[src/rtl/dmaburst_pkg.sv]
// dmaburst_pkg: shared constants and types for the dmaburst block-DMA sequencer.
//   - ARM-side register indices and the ID value
//   - downstream (switch/light DMA port) register indices and go bit position
//   - sequencer state enum
//   - 16-bit end-around-carry add used by the optional checksum
package dmaburst_pkg;

  localparam logic [2:0] REG_ID    = 3'd0;
  localparam logic [2:0] REG_CTRL  = 3'd1;
  localparam logic [2:0] REG_IDX   = 3'd2;
  localparam logic [2:0] REG_DATA  = 3'd3;
  localparam logic [2:0] REG_FAIL  = 3'd4;
  localparam logic [2:0] REG_CKSUM = 3'd5;

  localparam logic [31:0] ID_VALUE = 32'h44422001;
  localparam logic [31:0] BAD_REG  = 32'hDEADBEEF;

  localparam logic [2:0]  SL_DMACTL  = 3'd3;
  localparam logic [2:0]  SL_DMADATA = 3'd4;
  localparam int unsigned GO_BIT     = 29;

  typedef enum logic [3:0] {
    IDLE, LOAD, START, SETTLE, POLL, CAPTURE, NEXT, FAIL, DONE
  } state_e;

  // One's-complement style sum: carry out of bit 15 folds back into bit 0.
  function automatic logic [15:0] eac_add(input logic [15:0] a, input logic [15:0] b);
    logic [16:0] s;
    s = {1'b0, a} + {1'b0, b};
    return s[15:0] + {15'b0, s[16]};
  endfunction

endpackage

[src/rtl/dmaburst_buf.sv]
// dmaburst_buf: BUFWORDS x 16-bit register file for the burst buffer.
// Ports:
//   CLOCK                                   clock
//   arm_we/arm_addr/arm_wdata/arm_rdata     ARM-side access (write + async read)
//   seq_we/seq_addr/seq_wdata/seq_rdata     sequencer access (write + async read)
// ARM writes are only issued while idle and sequencer writes only while busy, so a
// write collision cannot happen; the sequencer is still given priority.
module dmaburst_buf #(
  parameter int unsigned BUFWORDS = 16
) (
  input  logic        CLOCK,
  input  logic        arm_we,
  input  logic [3:0]  arm_addr,
  input  logic [15:0] arm_wdata,
  output logic [15:0] arm_rdata,
  input  logic        seq_we,
  input  logic [3:0]  seq_addr,
  input  logic [15:0] seq_wdata,
  output logic [15:0] seq_rdata
);

  localparam int unsigned AW = (BUFWORDS > 1) ? $clog2(BUFWORDS) : 1;

  logic [15:0] mem_q [BUFWORDS];

  always_ff @(posedge CLOCK) begin
    if (seq_we) begin
      mem_q[seq_addr[AW-1:0]] <= seq_wdata;
    end else if (arm_we) begin
      mem_q[arm_addr[AW-1:0]] <= arm_wdata;
    end
  end

  assign arm_rdata = mem_q[arm_addr[AW-1:0]];
  assign seq_rdata = mem_q[seq_addr[AW-1:0]];

endmodule

[src/rtl/dmaburst.sv]
// dmaburst: ARM-facing block-DMA sequencer in front of the single-word Unibus DMA
// register port. Moves 1..BUFWORDS words between an internal buffer and consecutive
// Unibus addresses by driving downstream reg 3 (ctrl/addr/status) and reg 4 (data).
// Ports:
//   CLOCK, RESET (synchronous, active-high)
//   armwrite/armwaddr/armwdata      ARM register write
//   armraddr/armrdata               ARM register read (combinational)
//   sl_own                          this block owns the downstream port
//   sl_armwrite/waddr/wdata         downstream write (registered)
//   sl_armraddr/sl_armrdata         downstream read index (registered) / read data
// Build option: DMABURST_CKSUM_EN adds an end-around-carry checksum at reg 5.
module dmaburst
  import dmaburst_pkg::*;
#(
  parameter int unsigned BUFWORDS = 16,
  parameter int unsigned TMOCYC   = 4095
) (
  input  logic        CLOCK,
  input  logic        RESET,
  input  logic        armwrite,
  input  logic [2:0]  armwaddr,
  input  logic [2:0]  armraddr,
  input  logic [31:0] armwdata,
  output logic [31:0] armrdata,
  output logic        sl_own,
  output logic        sl_armwrite,
  output logic [2:0]  sl_armwaddr,
  output logic [31:0] sl_armwdata,
  output logic [2:0]  sl_armraddr,
  input  logic [31:0] sl_armrdata
);

  localparam logic [3:0] IDX_MASK = 4'(BUFWORDS - 1);

  state_e      state_q, state_d;
  logic        dir_q, dir_d, busy_q, busy_d, fail_q, fail_d, abort_q, abort_d;
  logic [3:0]  cnt_q, cnt_d, idx_q, idx_d, widx_q, widx_d, fail_idx_q, fail_idx_d;
  logic [17:0] addr_q, addr_d, fail_addr_q, fail_addr_d;
  logic [15:0] tmo_q, tmo_d;
  logic        own_q, own_d, slw_q, slw_d;
  logic [2:0]  slwa_q, slwa_d, slra_q, slra_d;
  logic [31:0] slwd_q, slwd_d;
  logic        start_req, arm_we, seq_we;
  logic [15:0] arm_rdata, seq_rdata;
`ifdef DMABURST_CKSUM_EN
  logic [15:0] sum_q, sum_d;
`endif

  dmaburst_buf #(.BUFWORDS(BUFWORDS)) u_buf (
    .CLOCK     (CLOCK),
    .arm_we    (arm_we),
    .arm_addr  (idx_q),
    .arm_wdata (armwdata[15:0]),
    .arm_rdata (arm_rdata),
    .seq_we    (seq_we),
    .seq_addr  (widx_q),
    .seq_wdata (sl_armrdata[15:0]),
    .seq_rdata (seq_rdata)
  );

  always_comb begin
    state_d     = state_q;
    dir_d       = dir_q;
    busy_d      = busy_q;
    fail_d      = fail_q;
    abort_d     = abort_q;
    cnt_d       = cnt_q;
    idx_d       = idx_q;
    widx_d      = widx_q;
    fail_idx_d  = fail_idx_q;
    addr_d      = addr_q;
    fail_addr_d = fail_addr_q;
    tmo_d       = tmo_q;
    own_d       = own_q;
    slw_d       = 1'b0;
    slwa_d      = slwa_q;
    slwd_d      = slwd_q;
    slra_d      = slra_q;
    start_req   = 1'b0;
    arm_we      = 1'b0;
    seq_we      = 1'b0;
`ifdef DMABURST_CKSUM_EN
    sum_d       = sum_q;
`endif

    // ARM register side
    if (armwrite) begin
      case (armwaddr)
        REG_CTRL: begin
          if (!busy_q && armwdata[31]) start_req = 1'b1;
          else if (busy_q && armwdata[28]) abort_d = 1'b1;
        end
        REG_IDX:  idx_d = armwdata[3:0] & IDX_MASK;
        REG_DATA: begin
          if (!busy_q) begin
            arm_we = 1'b1;
            idx_d  = (idx_q + 4'd1) & IDX_MASK;
          end
        end
        default: ;
      endcase
    end else if (armraddr == REG_DATA) begin
      // A data read auto-advances the index so the buffer can be streamed out.
      idx_d = (idx_q + 4'd1) & IDX_MASK;
    end

    if (start_req) begin
      dir_d   = armwdata[29];
      cnt_d   = armwdata[27:24];
      addr_d  = {armwdata[17:1], 1'b0};
      fail_d  = 1'b0;
      idx_d   = 4'd0;
      widx_d  = 4'd0;
      busy_d  = 1'b1;
      abort_d = 1'b0;
`ifdef DMABURST_CKSUM_EN
      sum_d   = 16'd0;
`endif
    end

    unique case (state_q)
      IDLE: begin
        if (start_req) begin
          state_d = LOAD;
          own_d   = 1'b1;
        end
      end
      LOAD: begin
        if (dir_q) begin
          slw_d  = 1'b1;
          slwa_d = SL_DMADATA;
          slwd_d = {16'b0, seq_rdata};
`ifdef DMABURST_CKSUM_EN
          sum_d  = eac_add(sum_q, seq_rdata);
`endif
        end
        state_d = START;
      end
      START: begin
        slw_d         = 1'b1;
        slwa_d        = SL_DMACTL;
        // dmactrl[25:24] = 10 for write to Unibus, 00 for read.
        slwd_d        = {6'b0, dir_q, 1'b0, 6'b0, addr_q};
        slwd_d[GO_BIT] = 1'b1;
        slra_d        = SL_DMACTL;
        tmo_d         = 16'd0;
        state_d       = SETTLE;
      end
      SETTLE: state_d = POLL;
      POLL: begin
        if (sl_armrdata[31:29] == 3'd0) begin
          if (sl_armrdata[28]) begin
            state_d = FAIL;
          end else if (!dir_q) begin
            slra_d  = SL_DMADATA;
            state_d = CAPTURE;
          end else begin
            state_d = NEXT;
          end
        end else if (tmo_q == 16'(TMOCYC)) begin
          state_d = FAIL;
        end else begin
          tmo_d = tmo_q + 16'd1;
        end
      end
      CAPTURE: begin
        seq_we  = 1'b1;
`ifdef DMABURST_CKSUM_EN
        sum_d   = eac_add(sum_q, sl_armrdata[15:0]);
`endif
        state_d = NEXT;
      end
      NEXT: begin
        if (cnt_q == 4'd0 || abort_q) begin
          state_d = DONE;
        end else begin
          cnt_d   = cnt_q - 4'd1;
          widx_d  = (widx_q + 4'd1) & IDX_MASK;
          addr_d  = addr_q + 18'd2;
          state_d = LOAD;
        end
      end
      FAIL: begin
        fail_d      = 1'b1;
        fail_idx_d  = widx_q;
        fail_addr_d = addr_q;
        state_d     = DONE;
      end
      DONE: begin
        busy_d  = 1'b0;
        own_d   = 1'b0;
        abort_d = 1'b0;
        state_d = IDLE;
      end
      default: state_d = IDLE;
    endcase
  end

  always_ff @(posedge CLOCK) begin
    if (RESET) begin
      state_q     <= IDLE;
      dir_q       <= 1'b0;
      busy_q      <= 1'b0;
      fail_q      <= 1'b0;
      abort_q     <= 1'b0;
      cnt_q       <= 4'd0;
      idx_q       <= 4'd0;
      widx_q      <= 4'd0;
      fail_idx_q  <= 4'd0;
      addr_q      <= 18'd0;
      fail_addr_q <= 18'd0;
      tmo_q       <= 16'd0;
      own_q       <= 1'b0;
      slw_q       <= 1'b0;
      slwa_q      <= 3'd0;
      slwd_q      <= 32'd0;
      slra_q      <= 3'd0;
`ifdef DMABURST_CKSUM_EN
      sum_q       <= 16'd0;
`endif
    end else begin
      state_q     <= state_d;
      dir_q       <= dir_d;
      busy_q      <= busy_d;
      fail_q      <= fail_d;
      abort_q     <= abort_d;
      cnt_q       <= cnt_d;
      idx_q       <= idx_d;
      widx_q      <= widx_d;
      fail_idx_q  <= fail_idx_d;
      addr_q      <= addr_d;
      fail_addr_q <= fail_addr_d;
      tmo_q       <= tmo_d;
      own_q       <= own_d;
      slw_q       <= slw_d;
      slwa_q      <= slwa_d;
      slwd_q      <= slwd_d;
      slra_q      <= slra_d;
`ifdef DMABURST_CKSUM_EN
      sum_q       <= sum_d;
`endif
    end
  end

  assign sl_own      = own_q;
  assign sl_armwrite = slw_q;
  assign sl_armwaddr = slwa_q;
  assign sl_armwdata = slwd_q;
  assign sl_armraddr = slra_q;

  always_comb begin
    armrdata = BAD_REG;
    case (armraddr)
      REG_ID:    armrdata = ID_VALUE;
      REG_CTRL:  armrdata = {busy_q, fail_q, dir_q, abort_q, cnt_q, 6'b0, addr_q};
      REG_IDX:   armrdata = {28'b0, idx_q};
      REG_DATA:  armrdata = {16'b0, arm_rdata};
      REG_FAIL:  armrdata = {fail_idx_q, 10'b0, fail_addr_q};
`ifdef DMABURST_CKSUM_EN
      REG_CKSUM: armrdata = {16'b0, sum_q};
`else
      REG_CKSUM: armrdata = BAD_REG;
`endif
      default:   armrdata = BAD_REG;
    endcase
  end

  logic unused_bits;
  assign unused_bits = ^{armwdata[30], armwdata[23:18], sl_armrdata[27:16]};

endmodule

[config.mk]
export PLATFORM = sky130hd
export DESIGN_NAME = dmaburst
export DESIGN_NICKNAME = d
export VERILOG_FILES = /design/src/rtl/dmaburst_pkg.sv /design/src/rtl/dmaburst_buf.sv /design/src/rtl/dmaburst.sv
export SDC_FILE = /design/constraint.sdc
export NUM_CORES = 1
export LEC_CHECK = 0
export BUFFER_PORTS_ARGS = -buffer_cell sky130_fd_sc_hd__buf_4
export CAP_MARGIN = 20
export CORE_UTILIZATION = 45
export CTS_BUF_LIST = sky130_fd_sc_hd__clkbuf_16
export DETAILED_ROUTE_END_ITERATION = 16
export HOLD_SLACK_MARGIN = 0.05
export PLACE_DENSITY = 0.68
export SYNTH_ARGS = -nofsm -noshare
export SYNTH_HDL_FRONTEND = slang
export SYNTH_SLANG_ARGS = --single-unit
[constraint.sdc]
create_clock -name CLOCK -period 3.95 [get_ports CLOCK]
set_clock_uncertainty 0.2 [all_clocks]
set_input_delay 0 -clock CLOCK [delete_from_list [all_inputs] [get_ports CLOCK]]
set_output_delay 0 -clock CLOCK [all_outputs]
set_load 0.03 [all_outputs]
==> key figures, run 1 <==
Outcome
  – Status: complete, no violations

Timing
  – RSZ-0062 raised after global routing: false
  – F_max: a little under 300 MHz
  – Post-route minimum period: 3.365 ns
  – Fin. Hold Viols: 0
  – Post-route setup TNS: 0 ns
  – Relative slew slack: roughly 28%
  – Tcrit/Tclk final: 85.19%
  – Final Slew Violations: 0
  – Final Setup Violations: 0
  – Worst Max-Slew Pin Slew: 1.081 ns
  – Setup ws final: just under 0.6 ns

Placement
  – Placed cells: around 1900
  – DP HPWL: approximately 32000 um
  – IO Port Bufs: about 110
  – Place WS: 0.8528 ns
  – RD Place Congestion: 0.8922

CTS
  – Hold Buf Count CTS: 70
  – H-Tree Depth: 2
  – CTS Root Cell: clkbuf_16
  – CTS tree: yes
  – Sink Count: 361
  – Clock latency on the worst-skew pair: 0.54 ns
  – Post-cts resize count: 0
  – Setup bufs post-CTS: 0
  – Clock Tree Buf Depth: 3
  – TritonCTS buffer count: 38
  – Clock transition at path regs: 0.06 ns

Die
  – Die area: 0.03972 mm^2
  – Starting Density: a little under half
  – I/O pin count: roughly 150
  – Rows: 71
  – Die Span X: 199.3 um
  – Die H: ~200 um
  – Core region area: between 0.03 and 0.04 mm^2

Worst setup path
  – CP Capture Type: register
  – Crit Path Category: register to register
  – Reg-to-Reg End: addr_q[11]
  – Worst Path Max Fanout: 20
  – Critical register-to-register path startpoint: cnt_q[0]
  – Crit path launch type: register
  – R2R depth: 9
  – Critical Path RT: 4.17 ns
  – R2R setup slack: approximately 0.59 ns
  – Arrival @ worst endpoint: approximately 3.6 ns

Drt
  – Vias: 12476
  – Final wirelength: approximately 51000 um
  – Routed vias/inst: ~6.3
  – Antenna viol nets, final: 0
  – Routed wire length per instance: 25.77 um
  – TritonRoute pass-1 iters: 7
  – DRC Markers: 0
  – 1st-iter DRT viols: 1363

Yosys
  – Average size of a mapped cell: 13.56 um^2
  – Cell with the most instances after synthesis: edfxtp_1
  – Synth unique cells: 76
  – Post-synthesis register bit count: 361
  – Prevailing post-synth register cell: edfxtp_1
  – Async set-reset flop share out of synthesis: 0%
  – Share of the synthesized area in the top cell type: 43.88%
  – Post-Syn Instances: 1292
  – Yosys top cell by area: edfxtp_1
  – Post-synth top cells: 256 x edfxtp_1, 128 x mux4_2, 105 x dfxtp_1
  – EDFF count, synth: around 260
  – Top post-synthesis cells by area: edfxtp_1 44%, mux4_2 16%, dfxtp_1 12%, mux2i_1 3.4%, a21oi_1 2.3%
  – Synth warn: 0
  – Synthesized area: 0.01752 mm^2
  – Register area share after synthesis: 55.88%

Global routing
  – Remaining Overflow, GRT: 0
  – Vias in the first global route: between 10000 and 15000
  – Largest net degree at the start of global routing: 58
  – Initial antenna violation count: 1
  – GRT Total Usage: 26.19%
  – First-pass GRT wire length: 76120 um

Pwr
  – Final Power: 0.008343 W
  – Switching Fraction: 22.97%
  – Total net switching power: between 0.0015 and 0.002 W
  – Sequential group share of total power: between 40% and 50%
  – LEAKAGE: 6.669 nW
  – Clock network power share: 43.4%
  – Pwr/cell area: 399.8 mW/mm^2
  – Pint: 0.006427 W
  – Worst VDD drop: 229.0 uV
  – Comb power frac: 7.4%

Finish
  – N_diodes: 0
  – Final core occ: between 50 and 60%
  – Fill cells: just over 3000
  – Multi-input logic area: slightly above 0.007 mm^2
  – Nets: 1530
  – Register area: 0.009801 mm^2
  – Fraction of layout cells with a size suffix above 1: 26.33%
  – Filler-free cell count of the finished design: 1992
  – Area growth from synthesis to layout: 19.11%

Worst hold path
  – Hold crit path type: primary input to register
  – Hold Crit Start: sl_armrdata[12]
  – Endpoint of the worst hold path: u_buf.mem_q[3][12]
  – WHS Path Cells: 2

Job
  – Max Cap Viol: 0
==> through the flow <==
stage               hold WS, ns  instance area [um^2]
finish                  0.03957                 20870
global route            0.07885                 20870
CTS                     0.05458                 20870
detailed placement      0.06760                 18900
global placement        0.05616                 18890
floorplan              -0.06397                 17560
==> worst max path at each step <==
| stage | cells after the start | to | start |
|---|---|---|---|
| after global placement | 6 | u_buf.mem_q[6][12] | state_q[3] |
| after CTS | 5 | armrdata[9] | register |
| after detailed placement | 6 | u_buf.mem_q[6][10] | state_q[3] |
| after global routing | 9 | addr_q[7] | cnt_q[0] |
| final | 9 | addr_q[11] | cnt_q[0] |
| after floorplan | 6 | u_buf.mem_q[13][0] | widx_q[2] |
==> power groups by stage <==
stage	Sequential, W	Combinational (W)	Clock (W)
3_5_place_dp	0.00419	0.000563	0
5_1_grt	0.00411	0.000652	0.00378
4_1_cts	0.00411	0.000609	0.00364
6_report	0.00411	0.000615	0.00362
3_3_place_gp	0.00419	0.000556	0
2_1_floorplan	0.00417	0.000383	0
==> flip-flops by register name (all words and copies together), names as in the netlist, 16 cells and up, named ones only <==
name         flops
fail_addr_q     18
sl_armwdata     19
tmo_q           16
u_buf.mem_q    256
addr_q          18
==> cells by family after synthesis <==
logic type	after synthesis	share of synthesized area, %
buffers and inverters	135	3.707
multiplexers	213	21.50
flip-flops	361	55.88
other	1	0.02140
AO/OA/AOI/OAI	253	9.192
AND/OR/NAND/NOR	313	8.799
XOR/XNOR	11	0.5500
adder cells (fa/ha/maj)	5	0.3571
==> cells in the final DEF, fill, tap and decap left out, types with 5 or more instances in the layout <==
cell / synthesis / routed
ha_1: 5 / 5
mux2_2: 10 / 10
conb_1: 1 / 13
o21ai_1: 27 / 27
nand4_1: 11 / 11
nor2_2: 0 / 16
o211a_1: 6 / 6
nor3_1: 16 / 16
edfxtp_1: 256 / 256
clkinv_1: 1 / 8
dlygate4sd3_1: 0 / 70
a21oi_1: 80 / 80
nor3b_1: 7 / 7
a211oi_1: 10 / 10
o22a_1: 20 / 20
mux2i_1: 59 / 59
nand3b_1: 6 / 6
nand3_1: 24 / 24
and3_1: 8 / 8
inv_1: 15 / 19
mux4_2: 128 / 128
xnor2_1: 8 / 8
and2_1: 5 / 5
clkbuf_16: 0 / 43
nor2_1: 91 / 75
nor4_1: 13 / 13
a31oi_1: 14 / 14
dfxtp_1: 105 / 100
mux2_1: 16 / 16
buf_4: 22 / 153
o21ai_0: 33 / 33
a22oi_1: 26 / 26
nand2_1: 99 / 99
==> critical path: stages (launching register included) <==
cell	delay, ns
dfxtp_1	0.32
inv_1	0.11
ha_1	0.21
nor3b_1	0.54
or4_1	0.71
buf_4	0.30
a21oi_1	0.05
o21ai_1	0.14
a31oi_1	0.09
dlygate4sd3_1	0.57
==> layout make-up <==
type                    count  area share (%)
clock buffers              43           5.156
clock inverters            26          0.9114
inverters                  16          0.2878
multi-input cells         808           34.41
flip-flops and latches    361           46.97
well taps                 511           3.064
repair buffers            227           9.204
==> routing by layer <==
layer / wire [um] / GRT usage (%)
met2: 24680 / 43.01
met5: 13 / 0
met4: 1575 / 9.259
met1: 20540 / 35.07
met3: 4531 / 4.473
(Power assumes the default switching activity.)
==> run 2, diff against run 1 <==
Settings changed: RECOVER_POWER set to 100.
==> run 2 against run 1 <==
Against the previous run: the flow now finishes with violations (max-capacitance violations, max-slew violations); utilization shrank 0.85 points; first-iteration DRC count up 1.9%; register-to-register slack worse by 0.30 ns; worst setup slack lost 0.30 ns; sequential power barely moved; fmax decreased by 8.3%.
==> key figures, run 2 (same netlist as run 1, synthesis figures left out) <==
Worst setup path
  – CP bufs+invs: 2 (was 3)
  – CP max stage delay: 0.82 ns (was 0.71 ns)
  – Crit Path Category: register to register (unchanged)
  – Critical Path RT: 3.90 ns (was 4.17 ns)
  – Arrival @ worst endpoint: 3.62 ns (was 3.59 ns)
  – Crit path cell chain: nand4bb_1 -> nand3_1 -> buf_4 -> a31oi_1 -> nor2_1 -> clkbuf_1 (was inv_1 -> ha_1 -> nor3b_1 -> or4_1 -> buf_4 -> a21oi_1 -> o21ai_1 -> a31oi_1 -> dlygate4sd3_1)
  – CP Launch Point: state_q[3] (was cnt_q[0])
  – R2R setup slack: 0.28 ns (was 0.59 ns)
  – Critical register-to-register path startpoint: state_q[3] (was cnt_q[0])
  – Top delay family on crit path: simple AND/OR/NAND/NOR gates (unchanged)
  – Crit path launch type: register (unchanged)
  – R2R depth: 6 (was 9)
  – CP Capture Type: register (unchanged)
  – Reg-to-Reg End: u_buf.mem_q[0][0] (was addr_q[11])
  – Worst Path Max Fanout: 14 (was 20)
  – Critical Path Slowest Stage Cell: clkbuf_1 (was or4_1)

Pwr
  – Clock network power share: 43.4% (about the same)
  – Pint: 0.006405 W (was 0.006427 W)
  – Switching Fraction: 22.92% (was 22.97%)
  – LEAKAGE: 6.381 nW (was 6.669 nW)
  – Worst VDD drop: 228.3 uV (was 229.0 uV)
  – Pwr/cell area: 404.5 mW/mm^2 (was 399.8 mW/mm^2)
  – Total net switching power: 0.001904 W (was 0.001916 W)
  – Sequential group share of total power: 49.5% (was 49.3%)
  – Comb power frac: 7.1% (was 7.4%)

Finish
  – Most frequent cells in the layout: 256 x edfxtp_1, 128 x mux4_2, 100 x dfxtp_1, 99 x nand2_1, 81 x nor2_1 (was 256 x edfxtp_1, 153 x buf_4, 128 x mux4_2, 100 x dfxtp_1, 99 x nand2_1)
  – Max reg flops: 256 (unchanged)
  – Fraction of layout cells with a size suffix above 1: 21.07% (was 26.33%)
  – Fill cells: 3141 (was 3060)
  – Area growth from synthesis to layout: 17.26% (was 19.11%)
  – Nets: 1530 (unchanged)
  – Commonest non-fill, non-tap cell in the layout: edfxtp_1 (unchanged)
  – Final core occ: 54.03% (was 54.88%)
  – N_diodes: 0 (unchanged)

Placement
  – RD Place Congestion: 0.8922 (unchanged)
  – Place WS: 0.8528 ns (unchanged)
  – IO Port Bufs: 112 (unchanged)
  – DP HPWL: 32250 um (unchanged)

CTS
  – Post-cts resize count: 0 (unchanged)
  – Clock Tree Buf Depth: 3 (unchanged)
  – Clock transition at path regs: 0.06 ns (about the same)
  – CTS tree: yes (unchanged)
  – Hold Buf Count CTS: 70 (unchanged)
  – H-Tree Depth: 2 (unchanged)
  – Clock latency on the worst-skew pair: 0.54 ns (about the same)
  – Setup bufs post-CTS: 0 (unchanged)
  – CTS Root Cell: clkbuf_16 (unchanged)
  – TritonCTS buffer count: 38 (unchanged)
  – Sink Count: 361 (unchanged)

Global routing
  – Largest net degree at the start of global routing: 58 (unchanged)
  – GRT Total Usage: 26.19% (unchanged)
  – Initial antenna violation count: 1 (unchanged)
  – First-pass GRT wire length: 76120 um (unchanged)
  – Remaining Overflow, GRT: 0 (unchanged)
  – Vias in the first global route: 12124 (unchanged)

Drt
  – TritonRoute pass-1 iters: 5 (was 7)
  – Routed wire length per instance: 25.76 um (was 25.77 um)
  – Vias: 12528 (was 12476)
  – DRC Markers: 0 (unchanged)
  – Routed vias/inst: 6.289 (was 6.263)
  – Final wirelength: 51320 um (was 51340 um)
  – 1st-iter DRT viols: 1389 (was 1363)
  – Antenna viol nets, final: 0 (unchanged)

Timing
  – RSZ-0062 raised after global routing: false (unchanged)
  – Setup ws final: 0.2822 ns (was 0.5851 ns)
  – F_max: 272.6 MHz (was 297.2 MHz)
  – Fin. Hold Viols: 0 (unchanged)
  – Worst Max-Slew Pin Slew: 2.592 ns (was 1.081 ns)
  – Final Setup Violations: 0 (unchanged)
  – Post-route minimum period: 3.668 ns (was 3.365 ns)
  – Post-route setup TNS: 0 ns (unchanged)
  – Final Slew Violations: 107 (was 0)
  – Tcrit/Tclk final: 92.86% (was 85.19%)
  – Relative slew slack: -72.77% (was 27.76%)

Worst hold path
  – Hold Crit Start: sl_armrdata[12] (unchanged)
  – Endpoint of the worst hold path: u_buf.mem_q[3][12] (unchanged)
  – Hold crit path type: primary input to register (unchanged)
  – WHS Path Cells: 2 (unchanged)

Job
  – Max Cap Viol: 4 (was 0)

Die
  – Die Span X: 199.3 um (unchanged)
  – Die H: 199.3 um (unchanged)
  – I/O pin count: 145 (unchanged)
  – Die area: 0.03972 mm^2 (unchanged)
  – Rows: 71 (unchanged)
  – Core region area: 0.03802 mm^2 (unchanged)
  – Starting Density: 46.08% (unchanged)

Outcome
  – Violated checks: max-capacitance violations, max-slew violations
  – Status: finished, violations left (was complete, no violations)
-- run 2: area by class of cell --
| class | count | area (um^2) | share of cell area, % |
|---|---|---|---|
| flip-flops and latches | 361 | 9801 | 47.71 |
| multi-input cells | 808 | 7139 | 34.75 |
| inverters | 16 | 60.06 | 0.2923 |
| clock inverters | 26 | 190.2 | 0.9258 |
| clock buffers | 43 | 1076 | 5.238 |
| repair buffers | 227 | 1638 | 7.972 |
| well taps | 511 | 639.4 | 3.112 |
-- run 2: how the worst max path moves through the flow --
stage	slack, ns	cells past startpoint	to
2_1_floorplan	1.09	6	u_buf.mem_q[13][0]
3_3_place_gp	0.89	6	u_buf.mem_q[6][12]
3_5_place_dp	0.85	6	u_buf.mem_q[6][10]
4_1_cts	0.62	5	armrdata[9]
5_1_grt	0.20	6	u_buf.mem_q[3][14]
6_report	0.28	6	u_buf.mem_q[0][0]
-- run 2: layer usage --
metal  track usage [%]  part of all wire, %
met3             4.473                  8.7
met1             35.07                   40
met2             43.01                   48
met5                 0                0.025
met4             9.259                  3.2
-- run 2: per-stage QoR --
stage	cells	hold WS, ns	total power, W	area [um^2]
after floorplan	1304	-0.06397	0.004550	17560
after global placement	1852	0.05616	0.004746	18890
after detailed placement	1853	0.06760	0.004754	18900
after CTS	1992	0.05458	0.008363	20870
after global routing	1992	0.07885	0.008521	20540
final	1992	0.03773	0.008309	20540
-- run 2: power groups by stage --
| stage | logic [W] | registers [W] | clock network (W) |
|---|---|---|---|
| detailed placement | 0.000563 | 0.00419 | 0 |
| global route | 0.000629 | 0.00411 | 0.00378 |
| global placement | 0.000556 | 0.00419 | 0 |
| floorplan | 0.000383 | 0.00417 | 0 |
| CTS | 0.000609 | 0.00411 | 0.00364 |
| finish | 0.000593 | 0.00411 | 0.00361 |
==> run 3, diff against run 2 <==
Settings changed: BUFFER_PORTS_ARGS -buffer_cell sky130_fd_sc_hd__buf_4 to not set, CORE_ASPECT_RATIO set to 0.5, DONT_BUFFER_PORTS set to 1, PLACE_DENSITY 0.68 to 0.65.
==> run 3 against run 2 <==
Against the previous run: the flow still finishes with violations (max-capacitance violations, max-slew violations); clock-buffer cell count shrank 8; global-route usage grew 0.26 points; first-iteration DRC count grew 4.7%; clock power shrank 6.4%; wire length grew 2.2%; die area grew 0.12%; critical path type unchanged; largest cell class unchanged.
==> key figures, run 3 (same netlist as run 1, synthesis figures left out) <==
Outcome
  – Status: finished, violations left (unchanged)
  – Violated checks: max-capacitance violations, max-slew violations (unchanged)

Pwr
  – Switching Fraction: 23.10% (was 22.92%)
  – Comb power frac: 6.5% (was 7.1%)
  – Worst VDD drop: 209.7 uV (was 228.3 uV)
  – LEAKAGE: 6.036 nW (was 6.381 nW)
  – Pwr/cell area: 401.8 mW/mm^2 (was 404.5 mW/mm^2)
  – Sequential group share of total power: 51.4% (was 49.5%)
  – Clock network power share: 42.2% (was 43.4%)
  – Pint: 0.006166 W (was 0.006405 W)
  – Total net switching power: 0.001852 W (was 0.001904 W)

Timing
  – F_max: 278.9 MHz (was 272.6 MHz)
  – Fin. Hold Viols: 0 (unchanged)
  – Setup ws final: 0.3645 ns (was 0.2822 ns)
  – RSZ-0062 raised after global routing: false (unchanged)
  – Post-route setup TNS: 0 ns (unchanged)
  – Relative slew slack: -16.02% (was -72.77%)
  – Final Setup Violations: 0 (unchanged)
  – Post-route minimum period: 3.585 ns (was 3.668 ns)
  – Final Slew Violations: 20 (was 107)
  – Worst Max-Slew Pin Slew: 1.729 ns (was 2.592 ns)
  – Tcrit/Tclk final: 90.77% (was 92.86%)

CTS
  – Clock transition at path regs: 0.07 ns (was 0.06 ns)
  – CTS Root Cell: clkbuf_16 (unchanged)
  – Sink Count: 361 (unchanged)
  – H-Tree Depth: 2 (unchanged)
  – CTS tree: yes (unchanged)
  – Clock latency on the worst-skew pair: 0.54 ns (about the same)
  – TritonCTS buffer count: 35 (was 38)
  – Clock Tree Buf Depth: 3 (unchanged)

Worst setup path
  – Crit Path Category: register to register (unchanged)
  – CP Capture Type: register (unchanged)
  – Critical Path RT: 3.88 ns (was 3.90 ns)
  – CP max stage delay: 0.50 ns (was 0.82 ns)
  – Worst Path Max Fanout: 16 (was 14)
  – Top delay family on crit path: buffers and inverters (was simple AND/OR/NAND/NOR gates)
  – Crit path cell chain: clkbuf_1 -> nand4bb_1 -> nand3_1 -> buf_4 -> nor3b_1 -> a31oi_1 -> nor2_2 -> clkbuf_2 (was nand4bb_1 -> nand3_1 -> buf_4 -> a31oi_1 -> nor2_1 -> clkbuf_1)
  – Arrival @ worst endpoint: 3.52 ns (was 3.62 ns)
  – Critical Path Slowest Stage Cell: clkbuf_1 (unchanged)
  – CP bufs+invs: 3 (was 2)
  – Crit path launch type: register (unchanged)

Placement
  – IO Port Bufs: 0 (was 112)
  – Placed cell area: 0.01812 mm^2 (was 0.01890 mm^2)
  – DP HPWL: 32420 um (was 32250 um)
  – Place WS: 0.9633 ns (was 0.8528 ns)
  – RD Place Congestion: 0.9251 (was 0.8922)

Drt
  – Vias: 12318 (was 12528)
  – TritonRoute pass-1 iters: 5 (unchanged)
  – Routed wire length per instance: 27.70 um (was 25.76 um)
  – Final wirelength: 52430 um (was 51320 um)
  – Routed vias/inst: 6.507 (was 6.289)
  – DRC Markers: 0 (unchanged)
  – 1st-iter DRT viols: 1454 (was 1389)
  – Antenna viol nets, final: 0 (unchanged)

Die
  – Die area: 0.03977 mm^2 (was 0.03972 mm^2)
  – Starting Density: 46.29% (was 46.08%)
  – Rows: 50 (was 71)
  – Core region area: 0.03785 mm^2 (was 0.03802 mm^2)
  – I/O pin count: 145 (unchanged)
  – Die Span X: 281.0 um (was 199.3 um)
  – Die H: 141.5 um (was 199.3 um)

Global routing
  – First-pass GRT wire length: 77760 um (was 76120 um)
  – Remaining Overflow, GRT: 0 (unchanged)
  – Largest net degree at the start of global routing: 89 (was 58)
  – GRT Total Usage: 26.45% (was 26.19%)
  – Vias in the first global route: 11908 (was 12124)
  – Initial antenna violation count: 1 (unchanged)

Job
  – Max Cap Viol: 2 (was 4)

Worst hold path
  – Hold crit path type: primary input to register (unchanged)

Finish
  – Most frequent cells in the layout: 256 x edfxtp_1, 128 x mux4_2, 100 x dfxtp_1, 99 x nand2_1, 80 x a21oi_1 (was 256 x edfxtp_1, 128 x mux4_2, 100 x dfxtp_1, 99 x nand2_1, 81 x nor2_1)
  – Fraction of layout cells with a size suffix above 1: 19.11% (was 21.07%)
  – Register area: 0.009801 mm^2 (unchanged)
  – Nets: 1424 (was 1530)
  – Fin area: 0.01996 mm^2 (was 0.02054 mm^2)
  – Area growth from synthesis to layout: 13.91% (was 17.26%)
  – Fill cells: 3017 (was 3141)
  – Max reg flops: 256 (unchanged)
  – Commonest non-fill, non-tap cell in the layout: edfxtp_1 (unchanged)
  – Multi-input logic area: 0.007161 mm^2 (was 0.007139 mm^2)
[run 3: cell count changes in the layout (fill, tap and decap cells not counted), sizes merged]
cell and change:
buf -51, bufinv +2, clkbuf -65, clkinvlp -1, diode +2, dlygate4sd3 +5
[run 3: metal layers]
layer  GRT usage (%)  wire length, um
met5               0                0
met4           8.427             1639
met3           7.113             5943
met2           41.16            23900
met1           36.24            20950
[run 3: power by group through the flow]
stage | combinational, W | clock (W) | sequential (W)
floorplan | 0.000383 | 0 | 0.00417
global placement | 0.000429 | 0 | 0.00420
detailed placement | 0.000439 | 0 | 0.00420
CTS | 0.000519 | 0.00341 | 0.00412
global route | 0.000548 | 0.00357 | 0.00412
finish | 0.000520 | 0.00338 | 0.00412
[run 3: final timing paths]
check,startpoint,endpoint,slack [ns],depth (start not counted)
hold reg to reg,fail_addr_q[14],fail_addr_q[14],0.25,2
setup / recovery,state_q[0],u_buf.mem_q[2][11],0.36,8
setup reg to reg,state_q[0],u_buf.mem_q[2][11],0.36,8
hold / removal,armwdata[28],abort_q,0.06,3
[run 3: repair_timing]
action                                  in CTS  in global routing
buffers inserted                             0                  0
endpoints found under the setup margin       0                  0
endpoints found under the hold margin      334                  0
gates resized for setup                      0                  0
hold buffers                                76                  0
[run 3: worst min-delay path, delay by kind of cell]
family          cells  cell delay [ns]
buf+inv             1             0.53
simple gates        1             0.14
compound gates      1             0.08
[run 3: through the flow]
step | utilization [%] | instances | hold slack, ns | power (W)
after floorplan | - | 1304 | -0.06397 | 0.004550
after global placement | 47.85 | 1752 | -0.1234 | 0.004628
after detailed placement | 47.88 | 1753 | -0.1215 | 0.004638
after CTS | 52.93 | 1891 | 0.05110 | 0.008043
after global routing | 52.71 | 1891 | 0.07661 | 0.008237
final | 52.72 | 1893 | 0.06065 | 0.008018
[run 3: cell type report]
cell class	count	share of cell area, %
Antenna cell	2	0.02508
Clock buffer	35	4.389
Clock inverter	27	1.292
Inverter	16	0.3010
Multi-Input combinational cell	808	35.88
Sequential cell	361	49.11
Tap cell	520	3.260
Timing Repair Buffer	124	5.737
